$ cat config.mk
export PLATFORM = sky130hd
export DESIGN_NAME = prog_loader
export DESIGN_NICKNAME = d
export VERILOG_FILES = /design/src/rtl/prog_loader.sv
export SDC_FILE = /design/constraint.sdc
export NUM_CORES = 1
export LEC_CHECK = 0
export CAP_MARGIN = 20
export CORE_MARGIN = 2
export CORE_UTILIZATION = 57
export CTS_BUF_LIST = sky130_fd_sc_hd__clkbuf_4 sky130_fd_sc_hd__clkbuf_8
export CTS_CLUSTER_DIAMETER = 60
export DETAILED_ROUTE_END_ITERATION = 8
export PLACE_DENSITY = 0.95
export SLEW_MARGIN = 25
export SYNTH_ARGS = -nofsm -noshare
export SYNTH_HDL_FRONTEND = slang
export SYNTH_SLANG_ARGS = --single-unit
$ cat constraint.sdc
create_clock -name clk -period 3 [get_ports clk]
set_input_delay 0.3 -clock clk [delete_from_list [all_inputs] [get_ports clk]]
set_output_delay 0.3 -clock clk [all_outputs]
set_load 0.05 [all_outputs]
$ cat src/rtl/prog_loader.sv
// Boot-time program loader: assembles a byte stream (high byte first) into 16-bit words written
// to program memory from address 0, then releases the CPU. Define PROG_LOADER_CHKSUM_EN for a trailing checksum byte.
module prog_loader #(
    parameter int ADDR_W  = 8,
    parameter int INSTR_W = 16
) (
    input  logic               clk,
    input  logic               rst,
    input  logic               start,
    input  logic               in_valid,
    input  logic [7:0]         in_data,
    output logic               in_ready,
    output logic               pm_we,
    output logic [ADDR_W-1:0]  pm_addr,
    output logic [INSTR_W-1:0] pm_wdata,
    output logic               cpu_run,
    output logic               busy,
    output logic               error,
    output logic [ADDR_W:0]    words_loaded
);

    typedef enum logic [2:0] {
        S_IDLE, S_LEN, S_HI, S_LO, S_WR, S_RUN, S_ERR, S_CHK
    } state_t;

    state_t          state, state_nxt;
    logic [ADDR_W:0] len_q;
    logic [7:0]      hi_q;
    logic            xfer;
    logic            last_word;
    logic            restart;
`ifdef PROG_LOADER_CHKSUM_EN
    logic [7:0]      sum_q;
`endif

    assign xfer      = in_valid && in_ready;
    assign last_word = (words_loaded + (ADDR_W+1)'(1)) == len_q;
    assign restart   = start && (state == S_IDLE || state == S_RUN || state == S_ERR);

    // NOTE: registers use non-blocking assignments so every flop samples pre-edge values.
    always_ff @(posedge clk) begin
        if (rst) state <= S_IDLE;
        else     state <= state_nxt;
    end

    // NOTE: every combinational output gets a default first, so no path infers a latch.
    always_comb begin
        state_nxt = state;
        case (state)
            S_IDLE, S_RUN, S_ERR: if (start) state_nxt = S_LEN;
            S_LEN: if (xfer) state_nxt = S_HI;
            S_HI:  if (xfer) state_nxt = S_LO;
            S_LO:  if (xfer) state_nxt = S_WR;
            S_WR: begin
`ifdef PROG_LOADER_CHKSUM_EN
                state_nxt = last_word ? S_CHK : S_HI;
`else
                state_nxt = last_word ? S_RUN : S_HI;
`endif
            end
`ifdef PROG_LOADER_CHKSUM_EN
            S_CHK: if (xfer) state_nxt = (in_data == sum_q) ? S_RUN : S_ERR;
`endif
            default: state_nxt = S_IDLE;
        endcase
    end

    always_comb begin
        in_ready = 1'b0;
        pm_we    = 1'b0;
        cpu_run  = 1'b0;
        busy     = 1'b0;
        error    = 1'b0;
        case (state)
            S_LEN, S_HI, S_LO: begin
                in_ready = 1'b1;
                busy     = 1'b1;
            end
            S_WR: begin
                pm_we = 1'b1;
                busy  = 1'b1;
            end
            S_RUN: cpu_run = 1'b1;
`ifdef PROG_LOADER_CHKSUM_EN
            S_CHK: begin
                in_ready = 1'b1;
                busy     = 1'b1;
            end
            S_ERR: error = 1'b1;
`endif
            default: ;
        endcase
    end

    // A length byte of 0 encodes a full-depth load of 2^ADDR_W words.
    always_ff @(posedge clk) begin
        if (rst) begin
            pm_addr      <= '0;
            pm_wdata     <= '0;
            words_loaded <= '0;
            len_q        <= '0;
            hi_q         <= '0;
`ifdef PROG_LOADER_CHKSUM_EN
            sum_q        <= '0;
`endif
        end else begin
            if (restart) begin
                pm_addr      <= '0;
                words_loaded <= '0;
`ifdef PROG_LOADER_CHKSUM_EN
                sum_q        <= '0;
`endif
            end
            case (state)
                S_LEN: if (xfer) len_q <= (in_data == 8'd0) ? (ADDR_W+1)'(2**ADDR_W)
                                                            : (ADDR_W+1)'(in_data);
                S_HI: if (xfer) begin
                    hi_q <= in_data;
`ifdef PROG_LOADER_CHKSUM_EN
                    sum_q <= sum_q + in_data;
`endif
                end
                S_LO: if (xfer) begin
                    pm_wdata <= INSTR_W'({hi_q, in_data});
`ifdef PROG_LOADER_CHKSUM_EN
                    sum_q <= sum_q + in_data;
`endif
                end
                S_WR: begin
                    pm_addr      <= pm_addr + ADDR_W'(1);
                    words_loaded <= words_loaded + (ADDR_W+1)'(1);
                end
                default: ;
            endcase
        end
    end

endmodule

Word level (Yosys, flattened, before mapping)
Cells that the tools add are included.
{"block": "op_classes", "reduce_logical": 14, "n_addsub": 2, "mux": 15, "eq_ne": 11}
{"operator": "9-bit two-way mux", "count": 3}
{"operator": "8-bit two-way mux", "count": 2}
{"operator": "3-bit two-way mux", "count": 5}
{"operator": "3-bit one-hot mux with 5 select lines", "count": 1}
{"operator": "9-bit by 1-bit adder with 9-bit output (second input constant)", "count": 1}
{"operator": "3-bit == test (second input constant)", "count": 3}
{"operator": "9-bit == test", "count": 1}
{"operator": "8-bit by 1-bit adder with 8-bit output (second input constant)", "count": 1}
{"operator": "8-bit zero test", "count": 1}
{"operator": "2-bit inequality test (second input constant)", "count": 4}
{"operator": "3-bit by 2-bit == test with 1-bit output (second input constant)", "count": 2}
{"operator": "2-bit AND reduction", "count": 3}
{"operator": "3-bit OR reduction", "count": 2}
{"operator": "1-bit two-way mux", "count": 4}
{"operator": "4-bit AND reduction", "count": 1}
{"operator": "4-bit OR reduction", "count": 1}
{"operator": "3-bit by 1-bit == test with 1-bit output (second input constant)", "count": 1}
{"operator": "3-bit zero test", "count": 1}
{"operator": "1-bit logical AND", "count": 2}
{"operator": "1-bit logical OR", "count": 2}
{"operator": "2-bit nonzero test", "count": 1}
{"block": "word_totals", "input_bits": 12, "reg_bits": 53, "output_inout_bits": 38, "wordCells": 48}

Depth between registers and ports, before layout
{"block": "logic_depth", "depth_word": 6, "ltp_mapped": 8}

Least setup slack after synthesis
Ideal clock, no wire load.
{"block": "synth_timing", "path_type": "reg-to-reg", "from": "register words_loaded[0]", "to": "register state[1]", "slack_ns": 0.878, "synth_period_minus_slack_ns": 2.122, "arrival_time_ns": 2.002, "required_ns": 2.880, "path_stages_with_launch": 7, "cell_sequence": "dfxtp_1 -> ha_1 -> and3_1 -> nand3_1 -> nor3_1 -> nor2_1 -> o31a_1"}
{"block": "synth_via", "elab_chain_cells": 4}
{"element": "start: declaration", "line_no": "19", "rtl": "output logic [ADDR_W:0] words_loaded"}
{"element": "start signal: assignment", "line_no": "131", "rtl": "words_loaded <= words_loaded + (ADDR_W+1)'(1);"}
{"element": "9-bit by 1-bit adder with 9-bit output", "line_no": "37", "rtl": "assign last_word = (words_loaded + (ADDR_W+1)'(1)) == len_q;"}
{"element": "9-bit == test", "line_no": "37"}
{"element": "3-bit two-way mux", "line_no": "58", "rtl": "state_nxt = last_word ? S_RUN : S_HI;"}
{"element": "3-bit one-hot mux with 5 select lines", "line_no": "49", "rtl": "case (state)"}
{"element": "end signal: assignment", "line_no": "43", "rtl": "else state <= state_nxt;"}
{"element": "end: declaration", "line_no": "26", "rtl": "state_t state, state_nxt;"}
Every way passes these cells.
A chain may end at the register's enable or synchronous reset.

Final worst setup path
{"block": "layout_timing", "from": "register state[2]", "to": "output pm_we"}
{"block": "layout_via", "elab_chain_cells": 2}
{"element": "3-bit == test", "line_no": "74", "rtl": "case (state)"}
{"element": "1-bit two-way mux", "line_no": "74"}
{"element": "end: declaration", "line_no": "13", "rtl": "output logic pm_we,"}
Every way passes these cells.

==> qor.yml <==
synthArstFlopShare_pct: 0
dieWidth_microns: 70.1
ir_worst_vdd_mv: 0.345
gp_congestion: 0.956
synthCells: 323
cts_inserted_buffers: 5
netlist_area_sq_mm: 0.00249
grt_usage_pct: 24.5
rows: 24
clkSinkCount: 53
grt_pass1_vias: 2173
clock_skew_ns: 0.00378
yosysSeqAreaShare_pct: 42.6
crit_required_ns: 2.70
min_to: "pm_wdata[12]$_SDFFE_PP0P_"
p_total_w: 0.00133
ys_ff_latch: 53
synthFlopType: "dfxtp_1"
cts_resized: 0
clk_latency_ns: 0.32
rr_worst_depth: 4
worstHoldPathType: "reg -> reg"
synth_edf_count: 0
leakage_nw: 1.00
r2r_slack_ns: 0.90
drc: 0
crit_path_max_fanout: 17
worstReg2RegStart: "state[2]$_SDFFE_PP0P_"
drtAntennaViolNets: 0
start_kind: "flip-flop"
syn_avg_cell_area_sq_um: 7.70
status: "completed"
crit_arrival_ns: 2.11
hold-path-cell-count: 2
min_from: "hi_q[4]$_SDFFE_PP0P_"
nNetsFinal: 375
report.final.hold_viol_count: 0
die-area_sq_mm: 0.00491
numPortBuffers: 48
p_per_area_mw_per_mm2: 434
dr.pass1.iters: 4
worstSetupPathType: "reg -> out"
clk_pin_slew_ns: 0.10
ctsRootBufferMaster: "clkbuf_8"
max_cap_viol_count: 0
first_iter_violations: 214
grt_first_pass_wirelength_mm: 9.73
num_vias: 2398
start_util_pct: 58.4
grt_max_degree: 51
syn_nets: 337
seq_area_sq_mm: 0.00106
cts.path.max_buffers: 2
worst_slew_pin_slew_ns: 0.819
area_delta_synth_final_pct: 22.8
place.detailed.hpwl_mm: 4.12
fillers: 359
fin_tns_setup_ns: 0
cts_tree: "yes"
antenna_found_initial: 0
final.min_clock_period_ns: 2.41
die_h_microns: 70.1
ios: 50
viasPerCell: 5.79
period_share_pct: 80.5
maxSlewHeadroom_pct: 45.0
overflow: 0
diodes: 0
cts_hold_buf: 0
synth_cell_types: 42
multi_input_area_sq_mm: 0.00131
rr_endpoint: "words_loaded[7]$_SDFFE_PP0P_"
cts_max_level: 2
core_area_sq_mm: 0.00426
ys_warn_count: 0
fmax_ghz: 0.414
end_kind: "output port"
setup_viol: 0
rsz0062_at_grt: "no"
maxSlewViolCount: 0
cts_setup_buffers: 0
drive_gt1_share_pct: 4.70
wirelength_mm: 5.82
routedWlPerCell_microns: 14.1
## synth_stat cells (2+ instances only)
cell | count | area share [%]
nand2b_1 | 2 | 0.50
and3_1 | 4 | 1.0
nor2b_1 | 2 | 0.50
xnor2_1 | 7 | 2.5
nor4_1 | 4 | 1.0
clkbuf_1 | 12 | 1.8
o21ai_0 | 13 | 2.6
nor2_1 | 24 | 3.6
nor3_1 | 7 | 1.4
nor4b_2 | 2 | 1.2
a21oi_1 | 47 | 9.5
ha_1 | 2 | 1.0
dfxtp_1 | 53 | 43
a31oi_1 | 6 | 1.5
inv_1 | 4 | 0.60
o21a_1 | 2 | 0.60
buf_4 | 2 | 0.60
a22oi_1 | 3 | 0.90
buf_2 | 5 | 1.0
nand2_1 | 71 | 11
o31a_1 | 3 | 1.1
a211oi_1 | 5 | 1.5
xor2_1 | 8 | 2.8
nand3b_1 | 3 | 0.90
or3_1 | 6 | 1.5
nand3_1 | 10 | 2.0
## registers in the layout, summed over array words and instances, names as in the netlist
name          flops
pm_wdata         16
len_q             9
words_loaded      9
hi_q              8
pm_addr           8
state             3
## per-layer routing
layer	part of all wire [%]	GRT usage, %	vias up
li1	-	-	1189
met1	44	30.0	1120
met2	48	41.2	75
met3	6.0	6.06	14
met4	2.4	10.3	0
met5	0	0	-
## cell usage in the layout (no fill, tap or decap), types with 3 or more instances in the layout
cell type,count
a211oi_1,5
a21oi_1,47
a22oi_1,3
a31oi_1,6
and3_1,4
buf_4,5
clkbuf_8,5
clkdlybuf4s50_1,47
dfxtp_1,53
inv_1,4
nand2_1,71
nand3_1,10
nand3b_1,3
nor2_1,24
nor3_1,7
nor4_1,4
o21ai_0,13
o31a_1,3
or3_1,6
xnor2_1,7
xor2_1,8
## kinds of logic (layout without fill, tap and decap cells)
| group | after synthesis | count (layout) | synth area share [%] |
|---|---|---|---|
| flops | 53 | 53 | 42.6 |
| xor+xnor | 15 | 15 | 5.28 |
| simple gates | 141 | 141 | 26.4 |
| compound gates | 84 | 84 | 19.4 |
| other cells | 1 | 1 | 0.151 |
| fa+ha+maj | 3 | 3 | 1.41 |
| buf+inv | 26 | 65 | 4.78 |
## how the worst max path moves through the flow
| stage | start | endpoint | slack (ns) |
|---|---|---|---|
| 5_1_grt | state[0]$_SDFFE_PP0P_ | pm_we | 0.45 |
| 3_3_place_gp | state[2]$_SDFFE_PP0P_ | pm_we | 0.99 |
| 2_1_floorplan | words_loaded[0]$_SDFFE_PP0P_ | state[1]$_SDFFE_PP0P_ | 0.88 |
| 6_report | state[2]$_SDFFE_PP0P_ | pm_we | 0.59 |
| 3_5_place_dp | state[2]$_SDFFE_PP0P_ | words_loaded[7]$_SDFFE_PP0P_ | 0.94 |
| 4_1_cts | state[2]$_SDFFE_PP0P_ | pm_we | 0.59 |
## cell type report
cell class | count | area share, %
clock inverter | 3 | 0.860
sequential | 53 | 34.7
clock buffer | 5 | 2.25
tap | 52 | 2.13
inverter | 5 | 0.614
timing repair buffer | 52 | 16.6
multi-input combinational | 244 | 42.8
## report_power, final
group          total (W)  internal [W]  switching [W]  leakage (nW)
registers       0.000736      0.000717      0.0000188         0.428
clock network   0.000425      0.000170       0.000255        0.0423
logic           0.000165     0.0000604       0.000105         0.532
## metrics by stage
stage | utilization [%] | hold slack, ns | worst slack [ns] | area [sq um] | std cells
final | 71.7 | 0.458 | 0.585 | 3060 | 414
after global routing | 71.7 | 0.480 | 0.448 | 3060 | 414
after CTS | 71.7 | 0.459 | 0.586 | 3060 | 414
after detailed placement | 69.5 | 0.445 | 0.940 | 2960 | 406
after global placement | 69.5 | 0.441 | 0.993 | 2960 | 406
after floorplan | - | 0.403 | 0.878 | 2490 | 323
## critical path: stages (launching register included)
cell	delay (ns)
dfxtp_1	0.67
or3b_1	0.60
clkinv_1	0.27
buf_4	0.25
No activity file was read; power rests on OpenSTA's default activity.
